<file path="src/rtl/rnn_mem_arbiter_if.sv">
// Bundle of requester-side and memory-side signals around the shared weight/result memory port.
interface rnn_mem_arbiter_if #(
  parameter int AW = 17,
  parameter int DW = 20
);
  // reqN is valid, gntN is ready: requester holds reqN and all its fields stable until
  // a cycle with reqN && gntN (accept); gntN is combinational and may depend on reqN.
  logic          req0;
  logic          req1;
  logic [2:0]    sel0;
  logic [2:0]    sel1;
  logic [AW-1:0] addr0;
  logic [AW-1:0] addr1;
  logic [DW-1:0] wdata0;
  logic [DW-1:0] wdata1;
  logic          lock1;
  logic          gnt0;
  logic          gnt1;
  logic          rvalid0;
  logic          rvalid1;
  logic [DW-1:0] rdata;
  logic          mce;
  logic [2:0]    msel;
  logic [AW-1:0] maddr;
  logic [DW-1:0] mdata_w;
  logic [DW-1:0] mdata_r;

  modport slave (
    input  req0, req1, sel0, sel1, addr0, addr1, wdata0, wdata1, lock1, mdata_r,
    output gnt0, gnt1, rvalid0, rvalid1, rdata, mce, msel, maddr, mdata_w
  );

  modport master (
    output req0, req1, sel0, sel1, addr0, addr1, wdata0, wdata1, lock1, mdata_r,
    input  gnt0, gnt1, rvalid0, rvalid1, rdata, mce, msel, maddr, mdata_w
  );
endinterface

</file>
<file path="src/rtl/rnn_mem_arbiter.sv">
// Round-robin arbiter sharing one memory port between the RNN core (req0) and host engine (req1).
// Define RNN_ARB_LOCK_EN to let requester 1 pin the grant for burst loads via lock1.
module rnn_mem_arbiter #(
  parameter int         AW     = 17,
  parameter int         DW     = 20,
  parameter int         RD_LAT = 1,
  parameter logic [2:0] WR_SEL = 3'b101
) (
  input  logic                clk,
  input  logic                reset,
  rnn_mem_arbiter_if.slave    bus,
  output logic [1:0]          dbg_state
);

`ifdef RNN_ARB_LOCK_EN
  localparam bit LOCK_EN = 1'b1;
`else
  localparam bit LOCK_EN = 1'b0;
`endif

  // ARB_PIN1 implies requester 1 won last and holds a burst lock.
  typedef enum logic [1:0] {
    ARB_LAST0 = 2'd0,
    ARB_LAST1 = 2'd1,
    ARB_PIN1  = 2'd2
  } arb_state_t;

  arb_state_t    state_q, state_d;
  logic          gnt0_c, gnt1_c;
  logic          gnt0, gnt1, acc, rd_acc;
  logic [2:0]    sel_m;
  logic [AW-1:0] addr_m;
  logic [DW-1:0] wdata_m;
  logic [RD_LAT:0] tag_v;
  logic [RD_LAT:0] tag_id;

  always_ff @(posedge clk or posedge reset) begin
    if (reset) state_q <= ARB_LAST1;
    else       state_q <= state_d;
  end

  always_comb begin
    state_d = state_q;
    gnt0_c  = 1'b0;
    gnt1_c  = 1'b0;
    case (state_q)
      ARB_LAST0: begin
        gnt1_c = bus.req1;
        gnt0_c = bus.req0 && !bus.req1;
      end
      ARB_PIN1: begin
        gnt1_c = bus.req1;
      end
      default: begin
        gnt0_c = bus.req0;
        gnt1_c = bus.req1 && !bus.req0;
      end
    endcase
    if (gnt0_c)                  state_d = ARB_LAST0;
    else if (gnt1_c)             state_d = (LOCK_EN && bus.lock1) ? ARB_PIN1 : ARB_LAST1;
    else if (state_q == ARB_PIN1) state_d = ARB_LAST1;
  end

  assign gnt0      = gnt0_c && !reset;
  assign gnt1      = gnt1_c && !reset;
  assign bus.gnt0  = gnt0;
  assign bus.gnt1  = gnt1;
  assign dbg_state = state_q;

  assign acc     = gnt0 || gnt1;
  assign sel_m   = gnt1 ? bus.sel1   : bus.sel0;
  assign addr_m  = gnt1 ? bus.addr1  : bus.addr0;
  assign wdata_m = gnt1 ? bus.wdata1 : bus.wdata0;
  assign rd_acc  = acc && (sel_m != WR_SEL);

  // Memory-side command register: fields hold when idle, only mce drops.
  always_ff @(posedge clk or posedge reset) begin
    if (reset) begin
      bus.mce     <= 1'b0;
      bus.msel    <= 3'b100;
      bus.maddr   <= '0;
      bus.mdata_w <= '0;
    end else begin
      bus.mce <= acc;
      if (acc) begin
        bus.msel    <= sel_m;
        bus.maddr   <= addr_m;
        bus.mdata_w <= wdata_m;
      end
    end
  end

  // Stage 0 rides with the issue cycle; stage RD_LAT lines up with mdata_r.
  always_ff @(posedge clk or posedge reset) begin
    if (reset) begin
      tag_v  <= '0;
      tag_id <= '0;
    end else begin
      tag_v  <= {tag_v[RD_LAT-1:0], rd_acc};
      tag_id <= {tag_id[RD_LAT-1:0], gnt1};
    end
  end

  assign bus.rvalid0 = tag_v[RD_LAT] && !tag_id[RD_LAT];
  assign bus.rvalid1 = tag_v[RD_LAT] &&  tag_id[RD_LAT];
  assign bus.rdata   = tag_v[RD_LAT] ? bus.mdata_r : '0;

endmodule
</file>
<file path="src/flat_wrapper.sv">
// flat-port wrapper written by rule: the top's interface ports become plain ports
module rnn_mem_arbiter_flat 
#(
  parameter int         AW     = 17,
  parameter int         DW     = 20,
  parameter int         RD_LAT = 1,
  parameter logic [2:0] WR_SEL = 3'b101
)
  (clk, reset, dbg_state, bus_req0, bus_req1, bus_sel0, bus_sel1, bus_addr0, bus_addr1, bus_wdata0, bus_wdata1, bus_lock1, bus_mdata_r, bus_gnt0, bus_gnt1, bus_rvalid0, bus_rvalid1, bus_rdata, bus_mce, bus_msel, bus_maddr, bus_mdata_w);
  rnn_mem_arbiter_if #(.AW(AW), .DW(DW)) bus_i ();
  input  logic clk;
  input  logic reset;
  output logic [1:0] dbg_state;
  input wire logic [$bits(bus_i.req0)-1:0] bus_req0;
  input wire logic [$bits(bus_i.req1)-1:0] bus_req1;
  input wire logic [$bits(bus_i.sel0)-1:0] bus_sel0;
  input wire logic [$bits(bus_i.sel1)-1:0] bus_sel1;
  input wire logic [$bits(bus_i.addr0)-1:0] bus_addr0;
  input wire logic [$bits(bus_i.addr1)-1:0] bus_addr1;
  input wire logic [$bits(bus_i.wdata0)-1:0] bus_wdata0;
  input wire logic [$bits(bus_i.wdata1)-1:0] bus_wdata1;
  input wire logic [$bits(bus_i.lock1)-1:0] bus_lock1;
  input wire logic [$bits(bus_i.mdata_r)-1:0] bus_mdata_r;
  output wire logic [$bits(bus_i.gnt0)-1:0] bus_gnt0;
  output wire logic [$bits(bus_i.gnt1)-1:0] bus_gnt1;
  output wire logic [$bits(bus_i.rvalid0)-1:0] bus_rvalid0;
  output wire logic [$bits(bus_i.rvalid1)-1:0] bus_rvalid1;
  output wire logic [$bits(bus_i.rdata)-1:0] bus_rdata;
  output wire logic [$bits(bus_i.mce)-1:0] bus_mce;
  output wire logic [$bits(bus_i.msel)-1:0] bus_msel;
  output wire logic [$bits(bus_i.maddr)-1:0] bus_maddr;
  output wire logic [$bits(bus_i.mdata_w)-1:0] bus_mdata_w;
  assign bus_i.req0 = bus_req0;
  assign bus_i.req1 = bus_req1;
  assign bus_i.sel0 = bus_sel0;
  assign bus_i.sel1 = bus_sel1;
  assign bus_i.addr0 = bus_addr0;
  assign bus_i.addr1 = bus_addr1;
  assign bus_i.wdata0 = bus_wdata0;
  assign bus_i.wdata1 = bus_wdata1;
  assign bus_i.lock1 = bus_lock1;
  assign bus_i.mdata_r = bus_mdata_r;
  assign bus_gnt0 = bus_i.gnt0;
  assign bus_gnt1 = bus_i.gnt1;
  assign bus_rvalid0 = bus_i.rvalid0;
  assign bus_rvalid1 = bus_i.rvalid1;
  assign bus_rdata = bus_i.rdata;
  assign bus_mce = bus_i.mce;
  assign bus_msel = bus_i.msel;
  assign bus_maddr = bus_i.maddr;
  assign bus_mdata_w = bus_i.mdata_w;
  rnn_mem_arbiter #(.AW(AW), .DW(DW), .RD_LAT(RD_LAT), .WR_SEL(WR_SEL)) u_core (.clk(clk), .reset(reset), .bus(bus_i), .dbg_state(dbg_state));
endmodule
</file>
<file path="config.mk">
export PLATFORM = sky130hd
export DESIGN_NAME = rnn_mem_arbiter_flat
export DESIGN_NICKNAME = d
export VERILOG_FILES = /design/src/rtl/rnn_mem_arbiter_if.sv /design/src/rtl/rnn_mem_arbiter.sv /design/src/flat_wrapper.sv
export SDC_FILE = /design/constraint.sdc
export NUM_CORES = 1
export LEC_CHECK = 0
export ABC_CLOCK_PERIOD_IN_PS = 1800
export CAP_MARGIN = 5
export CORE_ASPECT_RATIO = 1.75
export CORE_UTILIZATION = 31
export CTS_CLUSTER_DIAMETER = 80
export DETAILED_ROUTE_END_ITERATION = 6
export GPL_TIMING_DRIVEN = 0
export HOLD_SLACK_MARGIN = 0.15
export PLACE_DENSITY = 0.9
export SETUP_SLACK_MARGIN = 0.2
export SLEW_MARGIN = 0
export SYNTH_ARGS = -nofsm -noshare
export SYNTH_HDL_FRONTEND = slang
export SYNTH_SLANG_ARGS = --single-unit
</file>
<file path="constraint.sdc">
create_clock -name clk -period 1.8 [get_ports clk]
set_clock_uncertainty 0.2 [all_clocks]
set_input_delay 0.27 -clock clk [delete_from_list [all_inputs] [get_ports clk]]
set_output_delay 0.27 -clock clk [all_outputs]
set_load 0.01 [all_outputs]
</file>
Word level (Yosys, flattened, before mapping)
Cells that the tools add are included.
- equality and inequality tests: 2
- mux-type cells: 9
- reduce and logical (&&, ||, !) cells: 15
- operator list (cell ; number):
    2-to-1 mux 20 bit ; 2
    2-to-1 mux 17 bit ; 1
    logical AND 1 bit ; 7
    2-to-1 mux 2 bit ; 3
    logical NOT 1 bit ; 4
    2-to-1 mux 3 bit ; 1
    inequality test 3 bit, second input constant ; 1
    nonzero test 3 bit ; 1
    == test 2 bit, second input constant ; 1
    logical NOT 2 bit ; 1
    one-hot mux 1 bit (2 select lines) ; 1
    OR reduction 2 bit ; 1
    logical OR 1 bit ; 1
    2-to-1 mux 1 bit ; 1
- bits in registers: 47
- input bits: 105
- output and inout bits: 67

Logic depth before layout (Yosys ltp)
Gate-level depths: netlist of the first run.
- depth in word-level cells: 7
- mapped depth: 6
- depth with buffers taken out: 4

Least setup slack after synthesis of the first run
Ideal clock, no wire load.
- kind: input-to-output
- start point: input port reset
- end point: output port bus_gnt0
- arrival: 1597 ps
- path slack: -267 ps
- cell stages on the path: 6
- path through: buf_6 inv_2 nand3_1 buf_2 buf_2 inv_1
- cells in the longest elaborated chain, start to end: 2
- ends and longest elaborated chain (what ; line ; RTL):
    from (decl) ; flat_wrapper.sv:12 ; input logic reset;
    logical NOT 1 bit ; rnn_mem_arbiter.sv:64 ; assign gnt0 = gnt0_c && !reset;
    logical AND 1 bit ; rnn_mem_arbiter.sv:64 ;
    to (decl) ; flat_wrapper.sv:24 ; output wire logic [$bits(bus_i.gnt0)-1:0] bus_gnt0;
Every way passes these cells.

Worst setup path in the final report of the first run
- start point: register u_core.state_q[0] (netlist: u_core.dbg_state[0])
- end point: output port bus_gnt0
- cells in the longest elaborated chain, start to end: 3
- elaborated cells between the ends (all ways): 4
- ends and longest elaborated chain (what ; line ; RTL):
    from (decl) ; rnn_mem_arbiter.sv:28 ; arb_state_t state_q, state_d;
    from (signal assigned) ; rnn_mem_arbiter.sv:39 ; else state_q <= state_d;
    == test 2 bit or logical NOT 2 bit (tied branches) ; rnn_mem_arbiter.sv:46 ; case (state_q)
    one-hot mux 1 bit (2 select lines) (*) ; rnn_mem_arbiter.sv:46 ;
    logical AND 1 bit (*) ; rnn_mem_arbiter.sv:64 ;
Mark *: on every way between the ends. The rest lies on a longest branch, timed or not.

==> results of run 1 <==
## power breakdown
part	switching [W]	internal, W	total [W]	leakage [nW]
Combinational	0.000472	0.000783	0.00125	1.33
Sequential	0.0000746	0.00119	0.00126	0.513
Clock	0.000382	0.000551	0.000934	0.0739
## final cells by class
class	instances	area, um2
clock buffers	7	143
inverters	5	26.3
multi-input cells	120	1030
well taps	86	108
flip-flops and latches	46	1150
fillers	566	2590
clock inverters	1	5.00
repair buffers	191	1920
plain buffers	19	206
## layout by cell type, fill, tap and decap left out, types with 4 or more instances in the layout
cell type,synthesis,routed
buf_8,0,7
o21a_1,37,37
o32a_2,20,20
buf_2,6,4
buf_6,6,41
o32a_1,17,17
clkbuf_16,0,6
o21ai_0,4,4
and2_4,0,20
clkdlybuf4s50_1,0,100
dfrtp_1,44,44
clkbuf_8,3,4
dlygate4sd2_1,0,43
buf_4,1,8
nand2_1,4,4
## logic make-up after synthesis
kind of cell    Yosys count  synth area share
flops                    46             0.505
buf+inv                  25            0.0789
other cells               1           0.00164
compound gates           86             0.333
simple gates             33            0.0816
## routing by layer
layer / vias to the layer above / GRT usage / part of all wire
met3: 15 / 0.0512 / 0.081
met2: 129 / 0.403 / 0.55
li1: 1116 / - / -
met5: - / 0 / 0
met4: 0 / 0.0965 / 0.023
met1: 1168 / 0.206 / 0.34
## sequential cells by signal, indices dropped and copies added (netlist names)
| register | flops |
|---|---|
| u_core.bus.mce | 1 |
| u_core.bus.mdata_w | 20 |
| u_core.bus.msel | 3 |
| u_core.bus.maddr | 17 |
| u_core.tag_id | 2 |
| u_core.dbg_state | 1 |
| u_core.tag_v | 2 |
## stage by stage
step	setup slack [ns]	setup TNS, ns	cells	area, um2
after floorplan	0.207	0	191	2320
after global placement	-0.737	-10.07	445	4110
after detailed placement	-0.756	-10.94	445	4110
after CTS	-0.100	-0.151	470	4450
after global routing	-0.148	-0.357	475	4590
final	-0.0816	-0.128	475	4590
## path summary, 6_finish.rpt
path	start	end	slack, ns
max	u_core.dbg_state[0]	bus_gnt0	-0.08
min in group clk	u_core.tag_v[0]	u_core.tag_v[1]	0.15
max reg2reg	u_core.dbg_state[0]	u_core.bus.maddr[9]	0.04
min reg2reg	u_core.tag_v[0]	u_core.tag_v[1]	0.15
max in group asynchronous	reset	u_core.bus.msel[2]	1.31
min	reset	u_core.bus.maddr[8]	-0.22
## timing repair
| action | CTS | global route |
|---|---|---|
| hold endpoints to repair | 46 | 46 |
| setup buffers | 12 | 4 |
| cloned | 6 | 1 |
| setup endpoints to repair | 107 | 65 |
| pin swaps | 2 | 3 |
| resized for setup | 203 | 20 |
==> flow_metrics.py, run 1 <==
metrics = {
    "worst_setup_path": {
        "worstPathCellList": "nand2b_4 > nand3_2 > buf_6 > buf_8 > inv_2 > buf_6",
        "slowest_stage": "dfstp_2",
        "reg2reg_depth": 7,
        "slowest_delay_ns": 0.53,
        "critical_path.endpoint_type": "primary output",
        "criticalPathCategory": "register to primary output",
        "path_delay_family": "flip-flops",
        "cp.arrival_ns": 1.41,
        "critical_path.startpoint_type": "register",
        "path_depth": 6,
        "crit_buf_inv": 4,
        "crit_fanout": 2,
        "cpMostUsedCell": "buf_6",
        "required_ns": 1.33,
    },
    "synthesis": {
        "ys.flop_type": "dfrtp_1",
        "ys_seq_area_frac": 0.505,
        "yosys_warnings": 0,
        "synth-seq-cells": 46,
        "syn_area_um2": 2280,
        "synth_area_leaders": "dfrtp_1 (48%), o21a_1 (12%), o32a_2 (9.9%)",
        "synth_edf_count": 0,
        "synth_top_area_cell": "dfrtp_1",
        "synth.distinct_cells": 28,
        "async_reset_ff_frac": 1.00,
        "postSynthAreaPerCell_um2": 12.0,
        "synth.top_cell.area_share": 0.482,
        "syn_inst": 191,
        "synth_fp_nets": 296,
        "synthMostInstantiatedCell": "dfrtp_1",
        "yosys-top-cells-count": "dfrtp_1 (44), o21a_1 (37), and2_1 (21), o32a_2 (20), o32a_1 (17)",
    },
    "min_path": {
        "worstHoldPathType": "input pin to async pin",
    },
    "cts": {
        "numCtsBuffers": 5,
        "cts_max_path_buffers": 2,
        "cts_root_buffer": "clkbuf_16",
        "clock_latency_ns": 0.28,
        "cts_tree": "built",
        "clk_pin_slew_worst_paths_ns": 0.07,
        "htree_levels": 2,
        "cts.sinks": 46,
    },
    "pwr": {
        "power_density_nw_per_um2": 752,
        "p_leak_nw": 1.91,
        "finalPower_w": 0.00345,
        "ir_drop_uv": 646,
    },
    "global_routing": {
        "grt_overflow": 0,
        "first_global_vias": 2523,
        "antenna_found_initial": 0,
        "grt_pass1_wl_um": 12200,
        "grt_max_degree": 52,
        "grt_use_total": 0.212,
    },
    "detailed_routing": {
        "vias": 2428,
        "avgViaCountPerCell": 5.11,
        "ant_nets": 0,
        "wl_per_cell_um": 17.4,
        "totalWireLength_um": 8290,
        "dr.pass1.iters": 4,
        "drt_iter0_drc": 83,
        "drc": 0,
    },
    "finish": {
        "drive_gt1_frac": 0.316,
        "final_util": 0.639,
        "nNetsFinal": 493,
        "n_antenna_cell": 0,
        "area_growth_pct": 101,
    },
    "floorplanning": {
        "fp.dieW_um": 66.9,
        "io_pins": 172,
        "row_count": 41,
        "die_h_um": 116,
        "core_um2": 7180,
        "start_util": 0.318,
        "die_area_um2": 7730,
    },
    "sta": {
        "max_freq_ghz": 0.531,
        "holdWs_ns": -0.218,
        "finalSetupViolCount": 2,
        "fin_crit_sh": 1.05,
        "rsz0062_at_grt": "true",
        "fin_ws_ns": -0.0816,
        "finalHoldViolations": 44,
        "drv_slew": 0,
        "period_needed_ns": 1.88,
    },
    "status": {
        "violations": "negative hold slack, negative setup slack",
        "status": "complete, but fails checks",
    },
    "place": {
        "gp_congestion": 0.776,
        "port_buffers": 168,
        "dp_hpwl_um": 5880,
    },
    "run": {
        "max-cap-violations": 0,
    },
}
Power figures use the tool's default switching activity.
==> run 2, diff against run 1 <==
--- a/config.mk
+++ b/config.mk
@@ -12,8 +12,6 @@
 export CTS_CLUSTER_DIAMETER = 80
 export DETAILED_ROUTE_END_ITERATION = 6
-export GPL_TIMING_DRIVEN = 0
 export HOLD_SLACK_MARGIN = 0.15
 export PLACE_DENSITY = 0.9
-export SETUP_SLACK_MARGIN = 0.2
 export SLEW_MARGIN = 0
 export SYNTH_ARGS = -nofsm -noshare
==> constraint.sdc (replaced) <==
create_clock -name clk -period 1.8 [get_ports clk]
set_clock_uncertainty 0.2 [all_clocks]
set_input_delay 0.27 -clock clk [delete_from_list [all_inputs] [get_ports clk]]
set_output_delay 0.27 -clock clk [all_outputs]
set_load 0.1 [all_outputs]
==> run 2 against run 1 <==
Against the previous run:
- the run ends with negative setup slack left
- combinational power up 130%
- clock power up 7%
- sequential share of layout area down 1.8 points
- register-to-register slack about the same
- count of clock-buffer cells in the layout up 1
- sequential power up 9%
- utilization up 5.3 points
- routed wire length up 1.6%
- power up 53%
- highest routed layer unchanged
- non-clock buffer count down 22
- setup slack worse by 0.0038 ns
==> flow_metrics.py, run 2 (same netlist as run 1, synthesis figures left out) <==
metrics = {
    "status": {
        "status": "complete, but fails checks",
        "violations": "negative setup slack",
    },
    "finish": {
        "final_common_cell": "clkdlybuf4s50_1",
        "final_cell_mix": "clkdlybuf4s50_1 (101), buf_12 (68), dfrtp_1 (43), o21a_1 (37), and2_1 (21)",
        "reg_top3": "u_core.bus.mdata_w (20), u_core.bus.maddr (17), u_core.bus.msel (3)",
        "multi_input_area_um2": 992,
        "final_cell_count_no_fill": 454,
        "largest_reg_flops": 20,
        "drive_gt1_frac": 0.345,
        "n_antenna_cell": 0,
        "nFillCells": 510,
        "area_growth_pct": 118,
        "nNetsFinal": 472,
        "register_area_um2": 1160,
        "final_area_um2": 4980,
        "largest_register": "u_core.bus.mdata_w",
    },
    "global_routing": {
        "grt_use_total": 0.218,
        "grt_overflow": 0,
        "grt_max_degree": 41,
        "antenna_found_initial": 0,
        "grt_pass1_wl_um": 12500,
        "first_global_vias": 2554,
    },
    "floorplanning": {
        "start_util": 0.318,
        "fp.dieW_um": 66.9,
        "die_area_um2": 7730,
        "die_h_um": 116,
        "core_um2": 7180,
        "io_pins": 172,
        "row_count": 41,
    },
    "cts": {
        "clock_latency_ns": 0.28,
        "numCtsBuffers": 5,
        "htree_levels": 2,
        "cts_tree": "built",
        "cts_max_path_buffers": 2,
        "clk_pin_slew_worst_paths_ns": 0.06,
        "cts.sinks": 46,
        "cts_root_buffer": "clkbuf_16",
    },
    "detailed_routing": {
        "totalWireLength_um": 8420,
        "avgViaCountPerCell": 5.29,
        "vias": 2401,
        "drc": 0,
        "drt_iter0_drc": 100,
        "ant_nets": 0,
        "wl_per_cell_um": 18.5,
        "dr.pass1.iters": 4,
    },
    "worst_setup_path": {
        "cp.arrival_ns": 1.42,
        "crit_fanout": 6,
        "criticalPathCategory": "register to primary output",
        "required_ns": 1.33,
        "critical_path.endpoint_type": "primary output",
        "crit_buf_inv": 2,
        "slowest_stage": "dfstp_4",
        "critical_path.startpoint_type": "register",
        "slowest_delay_ns": 0.66,
        "worstPathCellList": "nand2b_4 > nand3_4 > clkinvlp_4 > buf_12",
        "path_depth": 4,
        "reg2reg_depth": 3,
        "path_delay_family": "flip-flops",
    },
    "pwr": {
        "ir_drop_uv": 837,
        "p_leak_nw": 2.00,
        "power_density_nw_per_um2": 1060,
    },
    "place": {
        "port_buffers": 169,
        "gp_congestion": 0.840,
        "placed_cell_area_um2": 4720,
        "dp.cells": 438,
        "dp_hpwl_um": 6350,
    },
    "sta": {
        "fin_ws_ns": -0.0854,
        "rsz0062_at_grt": "true",
        "finalSetupViolCount": 2,
        "drv_slew": 0,
        "period_needed_ns": 1.89,
        "finalHoldViolations": 0,
        "tightest_slew_ns": 0.578,
        "tns_ns": -0.164,
        "max_slew_margin": 0.613,
        "holdWs_ns": 0.148,
        "max_freq_ghz": 0.530,
        "fin_crit_sh": 1.05,
    },
    "min_path": {
        "worstHoldPathType": "register to register",
        "min_path_cells": 0,
    },
    "run": {
        "max-cap-violations": 0,
    },
}
==> run 2: changes by cell type in the layout (fill, tap and decap cells not counted), sizes merged, moves of 2 or more <==
cell	previous run	this run
buf	61	84
inv	5	3
dlygate4sd3	0	2
clkinvlp	0	2
clkbuf	12	8
dlygate4sd2	43	0
==> run 2: per-stage QoR <==
stage / power (W) / worst slack [ns] / utilization
finish: 0.00527 / -0.0854 / 0.693
detailed placement: 0.00426 / -0.199 / 0.657
floorplan: 0.00305 / -0.349 / -
CTS: 0.00529 / -0.0836 / 0.689
global placement: 0.00421 / -0.171 / 0.657
global route: 0.00543 / -0.134 / 0.693
==> run 2: repair_timing <==
item	CTS	global route
setup endpoints to repair	25	20
hold endpoints to repair	45	0
pin swaps	1	0
resized for setup	4	3
hold buffers	2	0
buffers inserted	4	1
gates cloned	0	1
==> run 2: worst paths after layout <==
| kind | from | endpoint | slack, ns |
|---|---|---|---|
| min | u_core.tag_v[0] | u_core.tag_v[1] | 0.15 |
| max | u_core.dbg_state[0] | bus_gnt0 | -0.09 |
| min reg2reg | u_core.tag_v[0] | u_core.tag_v[1] | 0.15 |
| min in group asynchronous | reset | u_core.bus.mdata_w[18] | 0.50 |
| max reg2reg | u_core.dbg_state[0] | u_core.bus.mdata_w[8] | 0.05 |
| max in group asynchronous | reset | u_core.dbg_state[0] | 0.19 |
==> run 2: power breakdown <==
part	leakage, nW	switching, W	internal, W
sequential	0.512	0.000175	0.00119
combinational	1.40	0.00175	0.00115
clock	0.0832	0.000372	0.000628
total	2.00	0.00230	0.00297
==> run 2: area by class of cell <==
class                   instances  share of cell area
flip-flops and latches         46               0.233
repair buffers                188               0.507
clock buffers                   8              0.0334
well taps                      86              0.0216
inverters                       5             0.00578
multi-input cells             121               0.199
==> run 2: metal layers <==
layer  part of all wire  global-route usage  vias up
met1               0.33               0.209     1160
met4              0.045               0.122        0
met3              0.062              0.0463       29
li1                   -                   -     1080
met5                  0                   0        -
met2               0.56               0.411      132
==> run 3, diff against run 2 <==
- CORE_UTILIZATION: 31 -> 32
- CTS_BUF_LIST: default -> sky130_fd_sc_hd__clkbuf_8
- PLACE_DENSITY: 0.9 -> 0.92
==> run 3 against run 2 <==
Against the previous run:
- the run still ends with negative setup slack left
- die area is 3.1% lower
- cell count is 0.22% lower
- global-route usage is 1.3 points higher
- first-iteration DRC count is 28% higher
- combinational power hardly changed
- hold slack better by 0.021 ns
- fmax is 1.1% lower
==> flow_metrics.py, run 3 (same netlist as run 1, synthesis figures left out) <==
metrics = {
    "status": {
        "status": "complete, but fails checks",
        "violations": "negative setup slack",
    },
    "worst_setup_path": {
        "slowest_stage": "dfstp_4",
        "slowest_delay_ns": 0.65,
        "path_delay_family": "flip-flops",
        "crit_fanout": 4,
        "critical_path.endpoint_type": "primary output",
        "cp.arrival_ns": 1.44,
        "critical_path.startpoint_type": "register",
        "worstPathCellList": "nand2b_4 > nand3_4 > clkinvlp_4 > buf_12",
        "required_ns": 1.33,
        "crit_buf_inv": 2,
        "criticalPathCategory": "register to primary output",
    },
    "sta": {
        "tightest_slew_ns": 0.500,
        "fin_ws_ns": -0.106,
        "period_needed_ns": 1.91,
        "drv_slew": 0,
        "max_freq_ghz": 0.525,
        "fin_crit_sh": 1.06,
        "finalHoldViolations": 0,
        "tns_ns": -0.185,
        "rsz0062_at_grt": "true",
        "max_slew_margin": 0.666,
        "finalSetupViolCount": 3,
    },
    "cts": {
        "cts_tree": "built",
        "cts_max_path_buffers": 2,
        "cts_root_buffer": "clkbuf_8",
        "clk_pin_slew_worst_paths_ns": 0.09,
        "numCtsBuffers": 5,
        "cts.sinks": 46,
        "clock_latency_ns": 0.30,
        "htree_levels": 2,
    },
    "detailed_routing": {
        "ant_nets": 0,
        "dr.pass1.iters": 4,
        "drc": 0,
        "avgViaCountPerCell": 5.25,
        "vias": 2376,
        "wl_per_cell_um": 18.4,
        "totalWireLength_um": 8350,
        "drt_iter0_drc": 128,
    },
    "global_routing": {
        "antenna_found_initial": 0,
        "grt_max_degree": 41,
        "first_global_vias": 2596,
        "grt_pass1_wl_um": 13000,
        "grt_overflow": 0,
        "grt_use_total": 0.231,
    },
    "finish": {
        "final_cell_mix": "clkdlybuf4s50_1 (101), buf_12 (68), dfrtp_1 (43), o21a_1 (37), and2_1 (21)",
        "nFillCells": 449,
        "final_util": 0.716,
        "largest_register": "u_core.bus.mdata_w",
        "final_common_cell": "clkdlybuf4s50_1",
        "area_growth_pct": 115,
        "largest_reg_flops": 20,
        "n_antenna_cell": 0,
        "drive_gt1_frac": 0.344,
        "nNetsFinal": 473,
        "reg_top3": "u_core.bus.mdata_w (20), u_core.bus.maddr (17), u_core.bus.msel (3)",
    },
    "floorplanning": {
        "core_um2": 6860,
        "fp.dieW_um": 65.9,
        "die_h_um": 114,
        "start_util": 0.333,
        "io_pins": 172,
        "row_count": 40,
        "die_area_um2": 7490,
    },
    "pwr": {
        "p_leak_nw": 1.98,
        "ir_drop_uv": 652,
        "power_density_nw_per_um2": 1000,
    },
    "place": {
        "dp_hpwl_um": 6580,
        "port_buffers": 169,
        "dp_slack_ns": -0.265,
        "gp_congestion": 0.733,
    },
    "min_path": {
        "worstHoldPathType": "register to register",
    },
    "run": {
        "max-cap-violations": 0,
    },
}
[run 3: cell type report]
type | instances | area [um2] | area share
Clock inverter | 2 | 8.76 | 0.00178
Multi-Input combinational cell | 120 | 986 | 0.201
Timing Repair Buffer | 190 | 2540 | 0.517
Clock buffer | 6 | 82.6 | 0.0168
Sequential cell | 46 | 1160 | 0.236
Inverter | 5 | 28.8 | 0.00586
Tap cell | 84 | 105 | 0.0214
[run 3: per-layer routing]
metal	up-vias	wire (um)	track usage
li1	1077	-	-
met1	1158	2730	0.228
met3	26	470	0.0500
met4	0	318	0.109
met2	115	4820	0.437
met5	-	0	0
[run 3: metrics by stage]
step | instances | hold WS [ns] | area, um2 | total power (W)
2_1_floorplan | 191 | 0.112 | 2330 | 0.00305
3_3_place_gp | 438 | 0.103 | 4730 | 0.00421
3_5_place_dp | 438 | 0.101 | 4730 | 0.00426
4_1_cts | 452 | 0.171 | 4890 | 0.00495
5_1_grt | 453 | 0.179 | 4910 | 0.00508
6_report | 453 | 0.169 | 4910 | 0.00492
[run 3: final timing paths]
path                                     startpoint                endpoint  slack, ns  cells after the start
min in group asynchronous                     reset  u_core.bus.mdata_w[10]       0.49                      3
worst min-delay path               u_core.tag_id[0]        u_core.tag_id[1]       0.17                      0
worst min register to register     u_core.tag_id[0]        u_core.tag_id[1]       0.17                      0
worst max-delay path            u_core.dbg_state[0]                bus_gnt0      -0.11                      4
max in group asynchronous                     reset   u_core.bus.mdata_w[3]       0.22                      4
worst max register to register  u_core.dbg_state[0]         u_core.tag_v[0]      -0.01                      3
[run 3: what timing repair did]
| item | in CTS | in global routing |
|---|---|---|
| pin swaps | 2 | 1 |
| buffers inserted | 4 | 1 |
| endpoints found under the hold margin | 46 | 0 |
| endpoints found under the setup margin | 25 | 10 |
| hold buffers | 2 | 0 |
| resized for setup | 4 | 6 |
[run 3: power breakdown]
part | internal, W | switching [W] | leakage (nW) | total, W
registers | 0.00119 | 0.000174 | 0.512 | 0.00136
logic | 0.00115 | 0.00175 | 1.41 | 0.00290
clock network | 0.000305 | 0.000348 | 0.0524 | 0.000653
total | 0.00265 | 0.00227 | 1.98 | 0.00492
